## src/rtl/pipelined_adder.sv

```systemverilog
// pipelined_adder: WIDTH-bit unsigned adder (a + b + cin). The carry chain is
// split into STAGES chunks of CW = WIDTH/STAGES bits, with one register stage
// per chunk. WIDTH must be a multiple of STAGES, and STAGES >= 1.
//
// Optional feature, selected by the macro ADDER_SATURATE_EN:
//   defined   - unsigned saturation: when the final carry is 1, sum is forced
//               to all ones; cout still reports 1 as the overflow flag.
//   undefined - sum wraps modulo 2^WIDTH; cout is the raw carry.
//
// Handshake: a transfer happens on a rising clk edge when valid && ready are
// both high on that side. Valid does not depend on ready. The pipeline moves
// in lock-step: it advances when the output register is empty or is being
// taken (adv = !out_valid || out_ready), and in_ready equals adv. When adv is
// low, every stage holds, so sum, cout and out_valid stay stable until taken.
module pipelined_adder #(
    parameter int WIDTH  = 16,
    parameter int STAGES = 4
) (
    input  logic             clk,
    input  logic             rst_n,
    input  logic             in_valid,
    output logic             in_ready,
    input  logic [WIDTH-1:0] a,
    input  logic [WIDTH-1:0] b,
    input  logic             cin,
    output logic             out_valid,
    input  logic             out_ready,
    output logic [WIDTH-1:0] sum,
    output logic             cout
);

    localparam int CW = WIDTH / STAGES;

    // Per-stage registers. Each stage keeps full-width a/b/sum vectors:
    // chunks below the stage index hold finished sum bits, and chunks above it
    // hold operand bits that have not been added yet.
    logic [STAGES-1:0] r_valid;
    logic [STAGES-1:0] r_carry;
    logic [WIDTH-1:0]  r_a   [STAGES];
    logic [WIDTH-1:0]  r_b   [STAGES];
    logic [WIDTH-1:0]  r_sum [STAGES];

    // Values presented to each stage and the values it computes.
    logic [WIDTH-1:0]  w_a_in   [STAGES];
    logic [WIDTH-1:0]  w_b_in   [STAGES];
    logic [WIDTH-1:0]  w_s_in   [STAGES];
    logic [WIDTH-1:0]  w_s_next [STAGES];
    logic [STAGES-1:0] w_c_in;
    logic [CW:0]       w_chunk  [STAGES];
    logic              w_adv;

    assign w_adv     = !out_valid || out_ready;
    assign in_ready  = w_adv;
    assign out_valid = r_valid[STAGES-1];
    assign cout      = r_carry[STAGES-1];

`ifdef ADDER_SATURATE_EN
    assign sum = r_carry[STAGES-1] ? {WIDTH{1'b1}} : r_sum[STAGES-1];
`else
    assign sum = r_sum[STAGES-1];
`endif

    // Route stage inputs and add one CW-bit chunk per stage.
    always_comb begin
        w_a_in[0] = a;
        w_b_in[0] = b;
        w_s_in[0] = '0;
        w_c_in[0] = cin;
        for (int k = 1; k < STAGES; k++) begin
            w_a_in[k] = r_a[k-1];
            w_b_in[k] = r_b[k-1];
            w_s_in[k] = r_sum[k-1];
            w_c_in[k] = r_carry[k-1];
        end
        for (int k = 0; k < STAGES; k++) begin
            w_chunk[k] = {1'b0, w_a_in[k][k*CW +: CW]}
                       + {1'b0, w_b_in[k][k*CW +: CW]}
                       + {{CW{1'b0}}, w_c_in[k]};
            w_s_next[k] = w_s_in[k];
            w_s_next[k][k*CW +: CW] = w_chunk[k][CW-1:0];
        end
    end

    // Stage registers: clear on reset, shift in lock-step when adv, else hold.
    always_ff @(posedge clk) begin
        if (!rst_n) begin
            r_valid <= '0;
            r_carry <= '0;
            for (int k = 0; k < STAGES; k++) begin
                r_a[k]   <= '0;
                r_b[k]   <= '0;
                r_sum[k] <= '0;
            end
        end else if (w_adv) begin
            // in_ready equals adv here, so this is in_valid && in_ready.
            r_valid[0] <= in_valid;
            for (int k = 1; k < STAGES; k++) begin
                r_valid[k] <= r_valid[k-1];
            end
            for (int k = 0; k < STAGES; k++) begin
                r_a[k]     <= w_a_in[k];
                r_b[k]     <= w_b_in[k];
                r_sum[k]   <= w_s_next[k];
                r_carry[k] <= w_chunk[k][CW];
            end
        end
    end

endmodule
```

## config.mk

```make
export PLATFORM = sky130hd
export DESIGN_NAME = pipelined_adder
export DESIGN_NICKNAME = d
export VERILOG_FILES = /design/src/rtl/pipelined_adder.sv
export SDC_FILE = /design/constraint.sdc
export NUM_CORES = 1
export LEC_CHECK = 0
export BUFFER_PORTS_ARGS = -buffer_cell sky130_fd_sc_hd__buf_4
export CAP_MARGIN = 20
export CORE_UTILIZATION = 23
export DETAILED_ROUTE_END_ITERATION = 7
export PLACE_DENSITY = 0.45
export SKIP_CTS_REPAIR_TIMING = 1
export SYNTH_ARGS = -nofsm -noshare
export SYNTH_HDL_FRONTEND = slang
export SYNTH_SLANG_ARGS = --single-unit
export TNS_END_PERCENT = 50
```

## constraint.sdc

```tcl
create_clock -name clk -period 3.6 [get_ports clk]
set_input_delay 0.18 -clock clk [delete_from_list [all_inputs] [get_ports clk]]
set_output_delay 0.18 -clock clk [all_outputs]
set_load 0.02 [all_outputs]
```

==> results of run 1 <==
-- area by class of cell --
type / count / area share, %
Sequential cell: 96 / 55.9
Multi-Input combinational cell: 160 / 23.4
Timing Repair Buffer: 57 / 8.93
Tap cell: 229 / 5.71
Clock buffer: 9 / 4.49
Inverter: 10 / 0.848
Clock inverter: 7 / 0.773
-- final timing paths --
kind         depth (start not counted)        from    endpoint
max                                  5  r_a[0][44]  r_carry[3]
min                                  3    in_valid  r_valid[0]
max reg2reg                          5  r_a[0][44]  r_carry[3]
min reg2reg                          2  r_valid[0]  r_valid[0]
-- metal layers --
| layer | vias to the layer above | wire [um] |
|---|---|---|
| li1 | 1151 | - |
| met1 | 1145 | 3460 |
| met2 | 41 | 3620 |
| met3 | 9 | 325 |
| met4 | 0 | 102 |
| met5 | - | 0 |
-- registers in the layout (all words and copies together) (netlist names) --
name     cells
r_carry      4
r_a         24
r_b         24
r_valid      4
r_sum       40
-- synth_stat cells, drive strengths merged (5+ instances only) --
master	number	area share, %
a21oi	9	1.1
nand2	8	0.76
and3	77	11
edfxtp	88	62
dfxtp	8	3.7
nor2b	7	1.2
clkbuf	12	1.1
nor2	7	0.61
o21ai	7	0.82
a21o	5	0.88
ha	12	3.5
inv	10	1.0
buf	25	5.2
fa	8	3.7
-- worst min-delay path, cell delays in order --
cell and delay (ps):
buf_4 110, nand2_1 40, a21boi_0 60
-- cell families after synthesis --
logic type	after synthesis	synth area share, %
compound gates	25	3.45
xor+xnor	1	0.205
fa+ha+maj	20	7.26
buf+inv	47	7.23
flops	96	65.6
mux	4	0.937
simple gates	110	15.4
-- where the power goes --
part / internal (W) / total, W / switching, W
clock: 0.000461 / 0.000862 / 0.000401
sequential: 0.00128 / 0.00130 / 0.0000189
combinational: 0.0000883 / 0.000171 / 0.0000829
total: 0.00183 / 0.00234 / 0.000503
-- through the flow --
step / instance area [sq um] / hold WS, ps / total power [W]
floorplan: 4280 / 327 / 0.00144
global placement: 4720 / 452 / 0.00150
detailed placement: 4720 / 456 / 0.00150
CTS: 4990 / 89.6 / 0.00237
global route: 5010 / 124 / 0.00243
finish: 5010 / 103 / 0.00234
==> impl_metrics.yaml, run 1 <==
synth:
  avgSynthCellArea_sq_um: 14.1
  synth_edf_count: 88
  synthArstFlopShare_pct: 0
  yosys_warnings: 0
  syn_nets: 360
  ys_types: 28
  ys.flop_type: "edfxtp_1"
  ys_seq_area_share_pct: 65.6
  netlist_area_sq_um: 4280
  synth-seq-cells: 96
  postSynthCellCount: 303
timing:
  worstMarginPinSlew_ps: 749
  setup_slack_ps: 1820
  fin_crit_ps: 1780
  fin_crit_sh_pct: 49.5
  slew_viol_final: 0
  fmax_mhz: 561
  finalSetupViolCount: 0
  max-slew-margin-rel_pct: 50.1
  clock_skew_ps: 7.35
  hold_viol: 0
  rsz0062_at_grt: "no"
  timing.setup.tns_ps: 0
floorplan:
  core_sq_um: 18100
  die_area_sq_um: 19100
  die_w_um: 138
  start_util_pct: 23.6
  ios: 56
  die-height_um: 138
  rows: 49
outcome:
  violations: "design-rule violations"
  status: "finished, violations left"
routing:
  wl_um: 7510
  firstDrtPassIters: 6
  drt-wirelength-per-cell_um: 13.2
  drcViolationCount: 7
  drt-initial-drc-count: 179
  drtAntennaViolNets: 0
  routed_via_density: 4.13
  vias: 2346
power_and_ir_drop:
  p_leak_nw: 2.35
  max-vdd-ir-drop_mv: 0.235
  p_per_area_nw_per_um2: 466
finish:
  nets: 391
  diodes: 0
  fin_util_pct: 27.7
  drive_gt1_share_pct: 22.1
  final_cells: 568
  syn_to_final_growth_pct: 17.3
  final_cell_mix: "88 x edfxtp_1, 77 x and3_1, 56 x buf_4, 12 x ha_1"
  layout_commonest_cell: "edfxtp_1"
  fill_cells: 1820
  multi_input_area_sq_um: 1170
  regArea_sq_um: 2800
clocking:
  cts_buffers: 9
  cts_root_buf: "clkbuf_16"
  clockBufferDepth: 2
  clk_latency_ps: 340
  cts.sinks: 96
  cts.htree.levels: 3
  cts_tree: "built"
  clk_pin_slew_ps: 70
global_routing:
  grt_use_met1_pct: 10.3
  antenna_found_initial: 0
  met3_usage_pct: 2.67
  grt_util_all_layers_pct: 8.33
  grt_pass1_vias: 2386
  grt_max_degree: 96
  grtUsageMet2_pct: 13.7
  grt_busiest_layer: "met2"
  overflow: 0
  grt_first_pass_wirelength_um: 12400
placement:
  dpl_worst_slack_ps: 1670
  dp.cells: 551
  place_congestion: 0.680
  hpwlAfterDp_um: 4380
  io_buffers: 55
critical_path:
  critical-path-max-stage-delay_ps: 450
  critPathArrivalTime_ps: 1990
  cp_cell_sequence: "fa_1, fa_1, a21o_1, a21oi_1, a21oi_1"
  crit_required_ps: 3800
  slowest_stage: "fa_1"
  worstSetupEndpointType: "flop"
  r2r_slack_ps: 1820
  worstSetupPathType: "flop to flop"
  crit_fanout: 2
  critPathLaunchType: "flop"
  cp.buffers_inverters: 0
  critical_path.top_delay_family: "adder cells"
job:
  max_cap_viol_count: 0
worst_hold_path:
  hp-class: "primary input to flop"
Note: power is estimated with default switching activity, not from simulation.
==> inputs of run 2 (changes only) <==
--- a/config.mk
+++ b/config.mk
@@ -5,11 +5,12 @@
 export SDC_FILE = /design/constraint.sdc
 export NUM_CORES = 1
 export LEC_CHECK = 0
+export ABC_AREA = 1
 export BUFFER_PORTS_ARGS = -buffer_cell sky130_fd_sc_hd__buf_4
 export CAP_MARGIN = 20
 export CORE_UTILIZATION = 23
 export DETAILED_ROUTE_END_ITERATION = 7
-export PLACE_DENSITY = 0.45
+export PLACE_DENSITY = 0.46
 export SKIP_CTS_REPAIR_TIMING = 1
 export SYNTH_ARGS = -nofsm -noshare
 export SYNTH_HDL_FRONTEND = slang
==> constraint.sdc (replaced) <==
create_clock -name clk -period 1.51 [get_ports clk]
set_input_delay 0.0755 -clock clk [delete_from_list [all_inputs] [get_ports clk]]
set_output_delay 0.0755 -clock clk [all_outputs]
set_load 0.02 [all_outputs]
==> impl_metrics.yaml, run 2 <==
finish:
  nets: 508
  syn_to_final_growth_pct: 23.8
  largest_reg_flops: 40
  diodes: 0
  final_cell_mix: "93 x inv_1, 88 x edfxtp_1, 62 x buf_4, 48 x nor2_1, 40 x nor2_4"
  layout_commonest_cell: "inv_1"
  drive_gt1_share_pct: 33.8
  largest-register: "r_sum"
  top_regs: "r_sum (40), r_a (24), r_b (24)"
  fill_cells: 2036
global_routing:
  grt_first_pass_wirelength_um: 12100
  grt_util_all_layers_pct: 7.67
  antenna_found_initial: 0
  grt_max_degree: 28
  overflow: 0
  grt_pass1_vias: 2614
synth:
  ys_types: 20
  ys.flop_type: "edfxtp_1"
  synth_top_area_share_pct: 56.6
  yosys_warnings: 0
  synthArstFlopShare_pct: 0
  syn_nets: 451
  synth-seq-cells: 96
  postSynthCellCount: 394
  synth_area_leader_cell: "edfxtp_1"
  synth_edf_count: 88
  netlist_area_sq_um: 4670
  synthTopCellsByCount: "96 x inv_1, 88 x edfxtp_1, 48 x nor2_1"
  ys_seq_area_share_pct: 60.0
  avgSynthCellArea_sq_um: 11.9
  ys_top_cells_by_area: "edfxtp_1 57%, nor2_4 9.6%, inv_1 7.7%"
  yosys.cell_count.top_type: "inv_1"
critical_path:
  cp.buffers_inverters: 0
  critPathArrivalTime_ps: 1890
  critical_path.top_delay_family: "adder cells"
  worstSetupEndpointType: "flop"
  regToRegEndpoint: "r_sum[0][62]"
  cp_cell_sequence: "fa_2, fa_2, or2_4, a21oi_2"
  slowest_stage: "edfxtp_1"
  cpMostUsedCell: "fa_2"
  crit_fanout: 3
  timing.rr.start: "r_a[0][44]"
  crit_required_ps: 1710
  worstSetupPathType: "flop to flop"
  critical-path-max-stage-delay_ps: 410
  r2r_slack_ps: -170
  reg2reg_depth: 4
  critPathLaunchType: "flop"
clocking:
  cts.htree.levels: 3
  cts_root_buf: "clkbuf_16"
  clockBufferDepth: 2
  clk_latency_ps: 350
  cts.sinks: 96
  cts_tree: "built"
  clk_pin_slew_ps: 70
  cts_buffers: 9
routing:
  vias: 2521
  drcViolationCount: 0
  wl_um: 7070
  firstDrtPassIters: 4
  routed_via_density: 3.50
  drt-initial-drc-count: 99
  drtAntennaViolNets: 0
  drt-wirelength-per-cell_um: 9.81
floorplan:
  start_util_pct: 23.7
  die-height_um: 145
  die_area_sq_um: 20900
  ios: 56
  rows: 51
  core_sq_um: 19700
  die_w_um: 145
power_and_ir_drop:
  p_per_area_nw_per_um2: 1040
  p_leak_nw: 2.50
  max-vdd-ir-drop_mv: 0.591
timing:
  clock_skew_ps: 10.2
  slew_viol_final: 0
  worstMarginPinSlew_ps: 276
  fmax_mhz: 594
  hold_viol: 0
  rsz0062_at_grt: "yes"
  fin_crit_sh_pct: 111
  setup_slack_ps: -173
  max-slew-margin-rel_pct: 81.6
  fin_crit_ps: 1680
  timing.setup.tns_ps: -388
  finalSetupViolCount: 3
job:
  max_cap_viol_count: 0
worst_hold_path:
  hold_depth: 3
  hold_path_end: "r_a[0][12]"
  min-delay-start: "a[12]"
  hp-class: "primary input to flop"
outcome:
  violations: "negative setup slack"
  status: "finished, violations left"
placement:
  hpwlAfterDp_um: 5060
  io_buffers: 55
  place_congestion: 0.707
  dpl_worst_slack_ps: -231
run 2: cell count changes after synthesis, sizes merged, moves of 5 or more:
| cell | previous run | this run |
|---|---|---|
| a21o | 5 | 0 |
| and3 | 77 | 0 |
| clkbuf | 12 | 0 |
| inv | 10 | 98 |
| nand2 | 8 | 32 |
| nand3 | 4 | 13 |
| nor2 | 7 | 88 |
| nor2b | 7 | 0 |
| o21ai | 7 | 1 |
| or2 | 0 | 5 |
run 2: cell type report:
cell class	count	area [sq um]	area share [%]
clock buffers	10	229	3.96
clock inverters	6	66.3	1.15
inverters	98	368	6.36
multi-input cells	174	1340	23.1
flip-flops and latches	96	2810	48.5
well taps	265	332	5.73
repair buffers	72	647	11.2
run 2: metal layers:
| metal | vias up | part of all wire (%) | global-route usage, % |
|---|---|---|---|
| met5 | - | 0 | 0 |
| met3 | 13 | 4.3 | 2.05 |
| li1 | 1319 | - | - |
| met2 | 46 | 46 | 12.1 |
| met4 | 0 | 2.5 | 4.65 |
| met1 | 1143 | 47 | 9.34 |
run 2: tightest hold or removal path: stages:
cell,delay (ps)
buf_4,80
inv_1,30
nor2_1,80
run 2: cells by family (layout without fill, tap and decap cells):
logic type                 count (synthesis)  count (layout)  share of synthesized area [%]
AOI/OAI and AO/OA                         15              15                           1.66
xor gates and xnor gates                   1               1                          0.188
adders and majority gates                 20              20                           6.64
buffers and inverters                    124             186                           13.1
DFF                                       96              96                           60.0
and+or+nand+nor                          138             138                           18.5
run 2: through the flow:
stage          utilization [%]  hold slack, ps  area [sq um]  std cells  power, W
6_report                  29.3            32.9          5780        721   0.00603
5_1_grt                   29.3            27.1          5780        721   0.00631
4_1_cts                   28.9           -70.8          5700        717   0.00612
3_5_place_dp              27.4             299          5410        701   0.00380
3_3_place_gp              27.4             295          5410        701   0.00379
2_1_floorplan                -             194          4700        394   0.00362
run 2: worst max path at each step:
stage                          start            to  slack [ps]  cells past startpoint
after floorplan           r_b[0][44]  r_sum[0][62]        -130                      4
after global placement    r_b[0][44]  r_sum[0][62]        -150                      4
after detailed placement  r_b[0][44]  r_sum[0][62]        -230                      4
after CTS                 r_b[0][44]  r_sum[0][62]        -250                      4
after global routing      r_a[0][44]  r_sum[0][62]        -250                      4
final                     r_a[0][44]  r_sum[0][62]        -170                      4
run 2: power breakdown:
part | internal (W) | switching [W]
combinational | 0.000285 | 0.000343
sequential | 0.00307 | 0.0000516
clock | 0.00129 | 0.000990
==> inputs of run 3 (changes only) <==
--- a/config.mk
+++ b/config.mk
@@ -10,6 +10,7 @@
 export CAP_MARGIN = 20
 export CORE_UTILIZATION = 23
 export DETAILED_ROUTE_END_ITERATION = 7
+export GPL_TIMING_DRIVEN = 0
 export PLACE_DENSITY = 0.46
 export SKIP_CTS_REPAIR_TIMING = 1
 export SYNTH_ARGS = -nofsm -noshare
==> impl_metrics.yaml, run 3 (synthesized netlist as in run 2, its figures left out) <==
outcome:
  status: "finished, violations left"
  violations: "negative setup slack"
finish:
  largest-register: "r_sum"
  diodes: 0
  fin_util_pct: 29.6
  top_regs: "r_sum (40), r_a (24), r_b (24)"
  largest_reg_flops: 40
  final_cell_mix: "92 x inv_1, 88 x edfxtp_1, 72 x buf_4, 46 x nor2_1, 40 x nor2_4"
  syn_to_final_growth_pct: 24.9
  nets: 519
  drive_gt1_share_pct: 35.8
  fill_cells: 2025
  layout_commonest_cell: "inv_1"
clocking:
  cts_buffers: 9
  clockBufferDepth: 2
  clk_pin_slew_ps: 70
  cts_tree: "built"
  cts.sinks: 96
  cts_root_buf: "clkbuf_16"
  clk_latency_ps: 340
  cts.htree.levels: 3
timing:
  worstMarginPinSlew_ps: 356
  slew_viol_final: 0
  fmax_mhz: 607
  rsz0062_at_grt: "yes"
  max-slew-margin-rel_pct: 76.2
  hold_viol: 0
  setup_slack_ps: -139
  finalSetupViolCount: 4
  clock_skew_ps: 8.86
  fin_crit_ps: 1650
  fin_crit_sh_pct: 109
routing:
  wl_um: 7460
  wl_met2_um: 3460
  drcViolationCount: 0
  firstDrtPassIters: 4
  drt-wirelength-per-cell_um: 10.2
  vias: 2576
  top_layer_used: "met4"
  drt-initial-drc-count: 122
  routed_via_density: 3.52
  routed-wl-met3_um: 307
  drtAntennaViolNets: 0
  m1WireLength_um: 3520
global_routing:
  grt_max_degree: 93
  antenna_found_initial: 0
  grt_pass1_vias: 2601
  grt_util_all_layers_pct: 7.67
  grt_first_pass_wirelength_um: 12200
  overflow: 0
critical_path:
  worstSetupPathType: "flop to flop"
  timing.rr.start: "r_a[0][44]"
  critical_path.top_delay_family: "adder cells"
  worstSetupEndpointType: "flop"
  cpMostUsedCell: "fa_2"
  critPathArrivalTime_ps: 1840
  critical_path.startpoint: "r_a[0][44]"
  cp_cell_sequence: "fa_2, fa_2, or2_4, a21oi_2"
  slowest_stage: "edfxtp_1"
  critical-path-max-stage-delay_ps: 400
  critPathLaunchType: "flop"
  crit_required_ps: 1700
  crit_fanout: 3
  cp.buffers_inverters: 0
power_and_ir_drop:
  max-vdd-ir-drop_mv: 0.590
  p_leak_nw: 2.53
  p_per_area_nw_per_um2: 1040
  p_total_w: 0.00608
placement:
  hpwlAfterDp_um: 5170
  io_buffers: 54
  place_congestion: 0.703
floorplan:
  die_w_um: 145
  start_util_pct: 23.7
  ios: 56
  die-height_um: 145
  core_sq_um: 19700
  rows: 51
  die_area_sq_um: 20900
worst_hold_path:
  hp-class: "primary input to flop"
  min-delay-start: "b[5]"
job:
  max_cap_viol_count: 0
## run 3: cell types whose count changed in the layout (fill, tap and decap cells not counted), moves of 2 or more
cell and change:
nand2_2 -2, nor2_1 -2, buf_4 +10, buf_12 -4, buf_2 +4, dfxtp_1 +2
dfxtp_2 -2, nand2_1 +2, nor2_2 +2
## run 3: power breakdown
| part | switching, W | internal (W) | total [W] |
|---|---|---|---|
| combinational | 0.000366 | 0.000310 | 0.000676 |
| sequential | 0.0000521 | 0.00306 | 0.00312 |
| clock | 0.000986 | 0.00130 | 0.00229 |
| total | 0.00140 | 0.00468 | 0.00608 |
## run 3: worst paths after layout
kind / slack, ps / cells after the start / to
min: 40 / 3 / r_b[0][5]
max reg2reg: -140 / 4 / r_sum[0][62]
max: -140 / 4 / r_sum[0][62]
min reg2reg: 440 / 2 / r_valid[3]
## run 3: per-layer routing
metal  global-route usage, %  up-vias
li1                        -     1338
met1                    9.52     1181
met2                    12.7       47
met3                    1.89       10
met4                    3.21        0
met5                       0        -
## run 3: worst register-to-register path, cell delays in order, from the launching register on
cell and delay, ps:
edfxtp_1 400, fa_2 400, fa_2 370, or2_4 240, a21oi_2 110
## run 3: final cells by class
class,instances,area (sq um),area share (%)
flip-flops and latches,96,2800,48.0
multi-input cells,175,1360,23.3
repair buffers,56,423,7.25
inverters,98,368,6.30
well taps,265,332,5.68
plain buffers,26,243,4.16
clock buffers,9,225,3.86
clock inverters,7,80.1,1.37
## run 3: through the flow
stage	cells	area (sq um)	setup WS (ps)	setup TNS (ps)	hold slack [ps]
global placement	713	5440	-188	-426	297
global route	732	5830	-197	-596	30.5
detailed placement	713	5440	-214	-654	305
CTS	729	5740	-237	-885	-47.2
floorplan	394	4700	-126	-190	194
finish	732	5830	-139	-242	42.2
